==> src/rtl/mem_access_ctrl_pkg.sv <==
// ---------------------------------------------------------------------------
// mem_access_ctrl_pkg
// Shared definitions for the load/store initiator:
//   - RV32I funct3 width/sign codes for loads and stores
//   - FSM state encoding
//   - byte-lane size masks
//   - active-high enable levels used by the data RAM
//   - helpers to classify funct3 and pick the size mask
// ---------------------------------------------------------------------------
package mem_access_ctrl_pkg;

    // Load codes
    localparam logic [2:0] F3_LB  = 3'd0;
    localparam logic [2:0] F3_LH  = 3'd1;
    localparam logic [2:0] F3_LW  = 3'd2;
    localparam logic [2:0] F3_LBU = 3'd4;
    localparam logic [2:0] F3_LHU = 3'd5;

    // Store codes
    localparam logic [2:0] F3_SB  = 3'd0;
    localparam logic [2:0] F3_SH  = 3'd1;
    localparam logic [2:0] F3_SW  = 3'd2;

    // Byte-lane masks before shifting by the address offset
    localparam logic [3:0] MASK_BYTE = 4'b0001;
    localparam logic [3:0] MASK_HALF = 4'b0011;
    localparam logic [3:0] MASK_WORD = 4'b1111;

    // Data RAM control levels (both strobes are active high)
    localparam logic RAM_EN  = 1'b1;
    localparam logic RAM_DIS = 1'b0;

    typedef enum logic [1:0] {
        ST_IDLE = 2'd0,
        ST_ACC0 = 2'd1,
        ST_ACC1 = 2'd2,
        ST_DONE = 2'd3
    } state_t;

    // Stores only know SB/SH/SW; loads additionally have LBU/LHU.
    function automatic logic f3_illegal(input logic we, input logic [2:0] f3);
        if (we)
            return (f3 > F3_SW);
        else
            return (f3 == 3'd3) || (f3 == 3'd6) || (f3 == 3'd7);
    endfunction

    // funct3[1:0] encodes the access size for both loads and stores.
    function automatic logic [3:0] size_mask(input logic [2:0] f3);
        case (f3[1:0])
            2'd0:    return MASK_BYTE;
            2'd1:    return MASK_HALF;
            default: return MASK_WORD;
        endcase
    endfunction

endpackage

==> src/rtl/mem_access_ctrl_lsu_align.sv <==
// ---------------------------------------------------------------------------
// lsu_align
// Purely combinational data alignment for the load/store initiator.
// Store path: truncates store data to the access size and positions both the
//   byte-lane mask and the data across a 64-bit (two word) window.
// Load path: extracts the addressed bytes from a 64-bit assembled window and
//   sign- or zero-extends them to 32 bits.
// Ports:
//   st_funct3, st_off, st_wdata -> st_mask[7:0], st_data[63:0]
//   ld_funct3, ld_off, ld_data  -> ld_result[31:0]
// ---------------------------------------------------------------------------
module lsu_align
    import mem_access_ctrl_pkg::*;
(
    input  logic [2:0]  st_funct3,
    input  logic [1:0]  st_off,
    input  logic [31:0] st_wdata,
    output logic [7:0]  st_mask,
    output logic [63:0] st_data,
    input  logic [2:0]  ld_funct3,
    input  logic [1:0]  ld_off,
    input  logic [63:0] ld_data,
    output logic [31:0] ld_result
);

    logic [31:0] st_trunc;
    logic [31:0] ld_window;

    // Store data is cut to the access size before shifting so that stray
    // upper bits never land in a lane the mask does not enable.
    always_comb begin
        st_trunc = st_wdata;
        case (st_funct3[1:0])
            2'd0:    st_trunc = {24'b0, st_wdata[7:0]};
            2'd1:    st_trunc = {16'b0, st_wdata[15:0]};
            default: st_trunc = st_wdata;
        endcase
        st_mask = {4'b0000, size_mask(st_funct3)} << st_off;
        st_data = {32'b0, st_trunc} << {st_off, 3'b000};
    end

    // The addressed bytes always sit inside a 32-bit window starting at
    // byte 'off' of the two-word assembly.
    always_comb begin
        ld_window = ld_data[{ld_off, 3'b000} +: 32];
        ld_result = ld_window;
        case (ld_funct3)
            F3_LB:   ld_result = {{24{ld_window[7]}},  ld_window[7:0]};
            F3_LH:   ld_result = {{16{ld_window[15]}}, ld_window[15:0]};
            F3_LBU:  ld_result = {24'b0, ld_window[7:0]};
            F3_LHU:  ld_result = {16'b0, ld_window[15:0]};
            default: ld_result = ld_window;
        endcase
    end

endmodule

==> src/rtl/mem_access_ctrl.sv <==
// ---------------------------------------------------------------------------
// mem_access_ctrl
// Load/store initiator between the MEM stage and a single-port data RAM.
// Issues one or two aligned RAM accesses per request (two when the access
// crosses a word boundary), realigns/extends load data and stalls the
// pipeline until the response cycle.
// Ports:
//   clk, rst (synchronous, active low)
//   req_valid, req_we, req_funct3, req_addr, req_wdata   : request from MEM
//   resp_valid, resp_rdata, resp_err, stall_req          : response/stall
//   ram_ce, ram_we, ram_addr, ram_sel, ram_wdata         : RAM command
//   ram_rdata                                            : RAM read data
// ---------------------------------------------------------------------------
module mem_access_ctrl
    import mem_access_ctrl_pkg::*;
#(
    parameter int AW = 32,
    parameter int DW = 32
)(
    input  logic          clk,
    input  logic          rst,
    input  logic          req_valid,
    input  logic          req_we,
    input  logic [2:0]    req_funct3,
    input  logic [AW-1:0] req_addr,
    input  logic [DW-1:0] req_wdata,
    output logic          resp_valid,
    output logic [DW-1:0] resp_rdata,
    output logic          resp_err,
    output logic          stall_req,
    output logic          ram_ce,
    output logic          ram_we,
    output logic [AW-1:0] ram_addr,
    output logic [3:0]    ram_sel,
    output logic [DW-1:0] ram_wdata,
    input  logic [DW-1:0] ram_rdata
);

    state_t        state;
    logic [1:0]    off_q;
    logic [AW-1:0] base_q;
    logic          we_q;
    logic [2:0]    funct3_q;
    logic [7:0]    mask_q;
    logic [63:0]   wdata_q;
    logic [31:0]   lo_q;

    logic [7:0]    st_mask;
    logic [63:0]   st_data;
    logic [63:0]   ld_data;
    logic [31:0]   ld_result;
    logic [AW-1:0] req_base;

    assign req_base = {req_addr[AW-1:2], 2'b00};

    // The response is registered at the edge that ends the last RAM cycle,
    // so the word being read in that cycle is taken straight from the RAM
    // instead of from a capture register. A single-access load never uses
    // the upper half of the assembly, so it is simply zero there.
    always_comb begin
        ld_data = {32'b0, lo_q};
        if (state == ST_ACC0)
            ld_data = {32'b0, ram_rdata};
        else if (state == ST_ACC1)
            ld_data = {ram_rdata, lo_q};
    end

    lsu_align u_align (
        .st_funct3 (req_funct3),
        .st_off    (req_addr[1:0]),
        .st_wdata  (req_wdata),
        .st_mask   (st_mask),
        .st_data   (st_data),
        .ld_funct3 (funct3_q),
        .ld_off    (off_q),
        .ld_data   (ld_data),
        .ld_result (ld_result)
    );

    // Stall is combinational on req_valid so the MEM stage holds in the
    // very cycle the request is accepted; it drops in DONE so the pipeline
    // advances together with the response.
    assign stall_req = ((state == ST_IDLE) && req_valid) ||
                       (state == ST_ACC0) || (state == ST_ACC1);

    // Main FSM. All RAM and response outputs are registered and are loaded
    // one edge ahead of the state in which they must be visible.
    always_ff @(posedge clk) begin
        if (!rst) begin
            state      <= ST_IDLE;
            off_q      <= '0;
            base_q     <= '0;
            we_q       <= 1'b0;
            funct3_q   <= '0;
            mask_q     <= '0;
            wdata_q    <= '0;
            lo_q       <= '0;
            resp_valid <= 1'b0;
            resp_rdata <= '0;
            resp_err   <= 1'b0;
            ram_ce     <= RAM_DIS;
            ram_we     <= RAM_DIS;
            ram_addr   <= '0;
            ram_sel    <= '0;
            ram_wdata  <= '0;
        end else begin
            case (state)
                ST_IDLE: begin
                    resp_valid <= 1'b0;
                    resp_err   <= 1'b0;
                    resp_rdata <= '0;
                    ram_ce     <= RAM_DIS;
                    ram_we     <= RAM_DIS;
                    ram_addr   <= '0;
                    ram_sel    <= '0;
                    ram_wdata  <= '0;
                    if (req_valid) begin
                        off_q    <= req_addr[1:0];
                        base_q   <= req_base;
                        we_q     <= req_we;
                        funct3_q <= req_funct3;
                        mask_q   <= st_mask;
                        wdata_q  <= st_data;
                        if (f3_illegal(req_we, req_funct3)) begin
                            state      <= ST_DONE;
                            resp_valid <= 1'b1;
                            resp_err   <= 1'b1;
                        end else begin
                            state     <= ST_ACC0;
                            ram_ce    <= RAM_EN;
                            ram_we    <= req_we ? RAM_EN : RAM_DIS;
                            ram_addr  <= req_base;
                            ram_sel   <= st_mask[3:0];
                            ram_wdata <= st_data[31:0];
                        end
                    end
                end

                ST_ACC0: begin
                    if (!we_q)
                        lo_q <= ram_rdata;
                    if (mask_q[7:4] != 4'b0000) begin
                        state     <= ST_ACC1;
                        ram_addr  <= base_q + AW'(4);
                        ram_sel   <= mask_q[7:4];
                        ram_wdata <= wdata_q[63:32];
                    end else begin
                        state      <= ST_DONE;
                        ram_ce     <= RAM_DIS;
                        ram_we     <= RAM_DIS;
                        ram_addr   <= '0;
                        ram_sel    <= '0;
                        ram_wdata  <= '0;
                        resp_valid <= 1'b1;
                        resp_rdata <= we_q ? '0 : ld_result;
                    end
                end

                ST_ACC1: begin
                    state      <= ST_DONE;
                    ram_ce     <= RAM_DIS;
                    ram_we     <= RAM_DIS;
                    ram_addr   <= '0;
                    ram_sel    <= '0;
                    ram_wdata  <= '0;
                    resp_valid <= 1'b1;
                    resp_rdata <= we_q ? '0 : ld_result;
                end

                default: begin
                    state      <= ST_IDLE;
                    resp_valid <= 1'b0;
                    resp_err   <= 1'b0;
                    resp_rdata <= '0;
                end
            endcase
        end
    end

endmodule

==> config.mk <==
export PLATFORM = sky130hd
export DESIGN_NAME = mem_access_ctrl
export DESIGN_NICKNAME = d
export VERILOG_FILES = /design/src/rtl/mem_access_ctrl_pkg.sv /design/src/rtl/mem_access_ctrl_lsu_align.sv /design/src/rtl/mem_access_ctrl.sv
export SDC_FILE = /design/constraint.sdc
export NUM_CORES = 1
export LEC_CHECK = 0
export ABC_CLOCK_PERIOD_IN_PS = 5200
export BUFFER_PORTS_ARGS = -buffer_cell sky130_fd_sc_hd__buf_2
export CAP_MARGIN = 40
export CORE_ASPECT_RATIO = 0.8
export CORE_MARGIN = 4
export CORE_UTILIZATION = 49
export CTS_CLUSTER_SIZE = 8
export DETAILED_ROUTE_END_ITERATION = 16
export GPL_ROUTABILITY_DRIVEN = 0
export PLACE_DENSITY_LB_ADDON = 0.2
export REMOVE_ABC_BUFFERS = 1
export SLEW_MARGIN = 30
export SYNTH_ARGS = -nofsm -noshare
export SYNTH_HDL_FRONTEND = slang
export SYNTH_SLANG_ARGS = --single-unit
==> constraint.sdc <==
create_clock -name clk -period 5.2 [get_ports clk]
set_input_delay 0.52 -clock clk [delete_from_list [all_inputs] [get_ports clk]]
set_output_delay 0.52 -clock clk [all_outputs]
set_load 0.1 [all_outputs]
==> results of run 1 <==
[layer usage]
metal	share of wire, %	vias up
met4	1.6	0
li1	-	4616
met3	8.5	38
met1	46	4570
met5	0	-
met2	44	435
[cell families (layout without fill, tap and decap cells)]
| group | Yosys count | in the layout |
|---|---|---|
| compound gates | 311 | 311 |
| xor+xnor | 18 | 18 |
| fa+ha+maj | 5 | 5 |
| buf+inv | 122 | 267 |
| flops | 199 | 199 |
| mux | 77 | 77 |
| other cells | 1 | 4 |
| simple gates | 475 | 475 |
[report_power, final]
| group | internal [mW] | switching [mW] |
|---|---|---|
| logic | 0.738 | 1.88 |
| registers | 1.75 | 0.185 |
| clock network | 0.782 | 0.601 |
| total | 3.27 | 2.67 |
[registers in the layout, indices dropped and copies added (netlist names)]
name,flops
state,2
ram_we,1
base_q,30
ram_addr,30
ram_sel,4
lo_q,32
funct3_q,3
resp_valid,1
off_q,2
wdata_q,24
resp_err,1
resp_rdata,32
ram_ce,1
we_q,1
ram_wdata,32
mask_q,3
[worst max-delay path: cells and delay by family (launching register included)]
family / cells / cell delay [ns]
DFF: 1 / 0.36
and+or+nand+nor: 2 / 0.72
buffers and inverters: 3 / 0.99
adders and majority gates: 1 / 0.21
[worst paths after layout]
path,from,end,slack (ns)
hold / removal,ram_rdata[30],lo_q[30],0.32
setup / recovery,state[0],stall_req,1.95
hold reg to reg,resp_rdata[25],resp_rdata[25],0.45
setup reg to reg,state[0],resp_rdata[14],1.97
[area by class of cell]
| type | count | area share, % |
|---|---|---|
| Sequential cell | 199 | 34.2 |
| Clock buffer | 20 | 3.92 |
| Timing Repair Buffer | 226 | 10.7 |
| Tap cell | 264 | 2.83 |
| Inverter | 10 | 0.343 |
| Antenna cell | 2 | 0.0429 |
| Clock inverter | 11 | 1.29 |
| Multi-Input combinational cell | 888 | 46.7 |
[synthesized netlist by cell type (3+ instances only)]
master / n
nand2_1: 230
dfxtp_1: 199
nor2_1: 112
a21oi_1: 101
clkbuf_1: 89
o21ai_0: 58
nand3_1: 35
a22oi_1: 33
mux2i_1: 29
mux2_2: 27
mux4_2: 21
a222oi_1: 19
a221oi_1: 17
nor3_1: 17
nor4_1: 17
a31oi_1: 14
buf_2: 13
nor2b_1: 13
xnor2_1: 13
a32oi_1: 10
and3_1: 9
o221ai_1: 9
o22ai_1: 9
and2_1: 8
inv_1: 8
a211o_1: 7
o21a_1: 7
a22o_1: 6
buf_1: 6
nand4_1: 6
ha_1: 5
or4_1: 5
xor2_1: 5
a211oi_1: 4
nand2b_1: 4
o31ai_1: 4
or3_1: 4
and4_1: 3
o31a_1: 3
[stage by stage]
| step | worst slack [ns] | area [um^2] | power [mW] | util, % |
|---|---|---|---|---|
| finish | 1.95 | 11700 | 5.94 | 58.7 |
| CTS | 1.96 | 11600 | 5.94 | 58.6 |
| global route | 1.81 | 11700 | 6.21 | 58.7 |
| global placement | 2.14 | 10900 | 4.48 | 55.0 |
| floorplan | 0.791 | 9440 | 3.85 | - |
| detailed placement | 2.04 | 11000 | 4.56 | 55.6 |
==> key figures, run 1 <==
Run status
  • Outcome: finished, final reports clean

Pwr
  • LEAKAGE: 4.50 nW
  • VDD IR-drop max: 0.274 mV
  • Pwr/cell area: 509 mW/mm^2

Route
  • Post-route ant nets: 0
  • Drt total wl: 30.2 mm
  • Drt first pass iters: 6
  • Number of vias per cell: 5.96
  • Routed length per instance: roughly 19 um
  • DR DRC count: 0
  • Iteration-0 DRC count of the detailed router: 1054
  • Vias: 9659

Logic synthesis
  • Synth top area cells: dfxtp_1 40%, nand2_1 8.7%, a21oi_1 5.1%
  • Top-area cell type share of the netlist area: 40.3%
  • Syn Std Cell Area: between 0.009 and 0.01 mm^2
  • Post-synth ARST share: 0%
  • Post-synthesis simple-gate area fraction: 21.1%
  • Mapped Avg Cell Area: 8.19 um^2
  • Count of different cell masters after synthesis: 61
  • Synth Register Bits: 199
  • Register area share after synthesis: 40.3%
  • Xor and xnor area share after synthesis: 1.59%
  • Largest area contributor in the netlist: dfxtp_1
  • Synth Flop Type: dfxtp_1
  • Largest family of logic cells by synthesized area: simple AND/OR/NAND/NOR gates
  • Post-synthesis adder-cell area fraction: 0.632%
  • Post-synth EDFFs: 0
  • Mux share of post-synthesis cell area: 10.8%
  • Syn Inst Count: 1208
  • Synth Warn #: 0
  • Synth Area in Compound Gates: 20.6%

STA
  • Worst Skew: between 0.009 and 0.01 ns
  • Crit share post-route: between 60% and 70%
  • Worst-Margin Slew: between 0.8 and 0.9 ns
  • Final Hold Viols: 0
  • Clock period minus worst slack: 3.25 ns
  • Fmax: 0.308 GHz
  • RSZ-0062 raised after global routing: no
  • Setup TNS: 0 ns
  • Rel. slew slack: 42.1%
  • Setup-failing EPs final: 0
  • Max-slew violation count: 0
  • Hold slack: 0.324 ns

Clock network
  • Num CTS Buffers: 17
  • H-tree depth: 4
  • Post-CTS Resized: 0
  • CTS Hold Bufs: 0
  • Worst-path clk slew: 0.07 ns
  • Clock Sink Count: 199
  • CTS root buf: clkbuf_16
  • Skew-Pair Late Insertion Delay: 0.44 ns
  • CTS tree: yes
  • Post-CTS setup buffers: 0
  • Bufs on Longest Clock Path: 2

Floorplanning
  • Die X-Extent: 167 um
  • Die H: 135 um
  • I/O pin total: 208
  • Core Footprint: 0.0199 mm^2
  • Initial Utilization: 49.8%
  • Die area: 0.0225 mm^2
  • Cell row count: 46

GRT
  • GRT met1 Usage: 38.4%
  • Wire length of the first global-routing pass: about 48 mm
  • GR met3 Demand/Resource: 5.21%
  • Vias in the first global route: 8665
  • Initial antenna violation count: 2
  • GRT overflow: 0
  • Busiest grt layer: met2
  • Largest net degree at the start of global routing: 75
  • Gr usage total: 25.7%
  • Met2 Usage GRT: 38.5%

Critical path
  • Largest stage delay, worst path: 0.52 ns
  • Startpoint types: flop
  • R2R depth: 6
  • CP endpoint kind: output port
  • Worst path slowest cell: and2_1
  • Arr. time, crit path: 2.73 ns
  • Worst-path cell chain: inv_1 -> ha_1 -> and2_1 -> buf_4 -> or3_1 -> buf_2
  • CP Data Required Time: 4.68 ns
  • Crit Path Max Fanout: 27
  • Crit Path Category: reg2out

Finish
  • Layout area overhead: 17.9%
  • Multi-input gate area: 0.00545 mm^2
  • Reg area: roughly 0.0040 mm^2
  • Commonest non-fill, non-tap cell in the layout: nand2_1
  • Fill count: 1854
  • Most frequent cells in the layout: 229 x nand2_1, 205 x buf_2, 198 x dfxtp_1, 112 x nor2_1, 101 x a21oi_1
  • Fraction of layout cells with a size suffix above 1: about a quarter
  • Nets: 1450
  • Layout Cells excl Fill: 1620

Job
  • Max cap viols: 0

Placed design
  • Placed Cells: 1585
  • Port Buffer Count: 205
  • Post-DP HPWL: 20.4 mm

Hold path
  • Hold crit path type: in2reg
  • Hold depth: 3
Power figures use the tool's default switching activity.
==> run 2: changes to the inputs <==
Settings changed: ABC_CLOCK_PERIOD_IN_PS 5200 to 2700.
Clock period 5.2 ns to 2.7 ns, I/O delays scaled along.
==> run 2 against run 1 <==
- worst setup slack worse by 1.7 ns
- global-route usage is 0.65 points higher
- power is 95% higher
- sequential power is 91% higher
- routed wire length is 1.6% higher
- critical path depth is 1 lower
- design area is 1.4% higher
- core utilization is 0.85 points higher
- via count is 2.1% higher
- critical path type unchanged
==> key figures, run 2 (same netlist as run 1, synthesis figures left out) <==
Critical path
  • Largest stage delay, worst path: 0.50 ns
  • Crit path launch: state[1]
  • Worst-path cell chain: inv_1 -> ha_2 -> buf_4 -> or3_1 -> buf_12
  • Crit Path Category: reg2out
  • CP top delay family: buffers and inverters
  • Worst path slowest cell: or3_1
  • Startpoint types: flop
  • Worst path bufs/invs: 3
  • Arr. time, crit path: ~2.2 ns
  • CP endpoint kind: output port
  • Launch point of the worst reg-to-reg path: state[0]
  • CP Data Required Time: 2.43 ns
  • Crit Path Max Fanout: 26

Placed design
  • Port Buffer Count: just over 200
  • Post-DP HPWL: 20.7 mm

Floorplanning
  • Initial Utilization: 49.8%
  • Die area: 0.0225 mm^2
  • I/O pin total: 208
  • Die X-Extent: 167 um
  • Cell row count: 46
  • Core Footprint: 0.0199 mm^2
  • Die H: 135 um

STA
  • Worst-Margin Slew: 0.679 ns
  • Clock period minus worst slack: ~2.5 ns
  • Rel. slew slack: 54.6%
  • RSZ-0062 raised after global routing: no
  • Setup-failing EPs final: 0
  • Worst Skew: 0.0134 ns
  • Crit share post-route: 91.7%
  • Final Hold Viols: 0
  • Hold slack: 0.0785 ns
  • Fmax: between 0.4 and 0.5 GHz
  • Max-slew violation count: 0
  • Setup TNS: 0 ns

Route
  • DR DRC count: 0
  • Post-route ant nets: 0
  • Drt first pass iters: 6
  • Drt total wl: 30.7 mm
  • Routed length per instance: 18.6 um
  • Iteration-0 DRC count of the detailed router: 933
  • Vias: roughly 10000
  • Number of vias per cell: 5.99

GRT
  • Initial antenna violation count: 3
  • Wire length of the first global-routing pass: around 50 mm
  • Vias in the first global route: between 9000 and 10000
  • Largest net degree at the start of global routing: 88
  • GRT overflow: 0
  • Gr usage total: 26.4%

Finish
  • Layout area overhead: 19.6%
  • Largest registers: lo_q x32, ram_wdata x32, resp_rdata x32
  • Nets: 1476
  • Finished Core Util: 59.6%
  • Most frequent cells in the layout: 229 x nand2_1, 204 x buf_2, 198 x dfxtp_1, 112 x nor2_1, 101 x a21oi_1
  • Commonest non-fill, non-tap cell in the layout: nand2_1
  • Fraction of layout cells with a size suffix above 1: 24.8%

Clock network
  • Skew-Pair Late Insertion Delay: ~0.44 ns
  • Post-CTS setup buffers: 0
  • H-tree depth: 4
  • Worst-path clk slew: 0.07 ns
  • CTS tree: yes
  • CTS root buf: clkbuf_16
  • Bufs on Longest Clock Path: 2
  • Clock Sink Count: 199
  • Post-CTS Resized: 0
  • CTS Hold Bufs: 0
  • Num CTS Buffers: 17

Pwr
  • VDD IR-drop max: 0.598 mV
  • LEAKAGE: between 4 and 5 nW
  • Final Total Pwr: between 10 and 15 mW
  • Pwr/cell area: 981 mW/mm^2

Run status
  • Outcome: finished, final reports clean

Hold path
  • Hold Path Origin: ram_rdata[25]
  • Hold crit path type: in2reg

Job
  • Max cap viols: 0
==> run 2: worst min-delay path, cell delays in order <==
cell,delay [ns]
buf_2,0.10
nand2_1,0.05
a21oi_1,0.05
==> run 2: power by group <==
part,switching [mW],internal (mW)
combinational,3.70,1.54
clock,1.18,1.49
sequential,0.326,3.37
total,5.20,6.41
==> run 2: layout make-up <==
| type | count | area (um^2) |
|---|---|---|
| tap | 264 | 330 |
| sequential | 199 | 3990 |
| clock inverter | 13 | 166 |
| inverter | 10 | 40.0 |
| clock buffer | 18 | 439 |
| multi-input combinational | 888 | 5440 |
| antenna | 3 | 7.51 |
| timing repair buffer | 252 | 1430 |
| fill | 1846 | 8030 |
==> run 2: path summary, 6_finish.rpt <==
kind / end / slack (ns) / cells after the start
max reg2reg: resp_rdata[19] / 0.30 / 6
min reg2reg: lo_q[19] / 0.45 / 2
min: lo_q[25] / 0.08 / 3
max: stall_req / 0.22 / 5
==> run 2: routing by layer <==
layer / wire length [um] / up-vias / GRT usage [%]
li1: - / 4661 / -
met1: 13700 / 4695 / 38.2
met2: 13700 / 455 / 40.1
met3: 2710 / 48 / 4.95
met4: 597 / 2 / 8.31
met5: 13 / - / 0
==> run 2: per-stage QoR <==
step	cell area (um^2)	std cells	worst slack [ns]
floorplan	9440	1097	-1.46
detailed placement	11200	1610	0.314
finish	11800	1647	0.224
global placement	11200	1610	0.389
CTS	11800	1641	0.210
global route	11800	1646	0.125
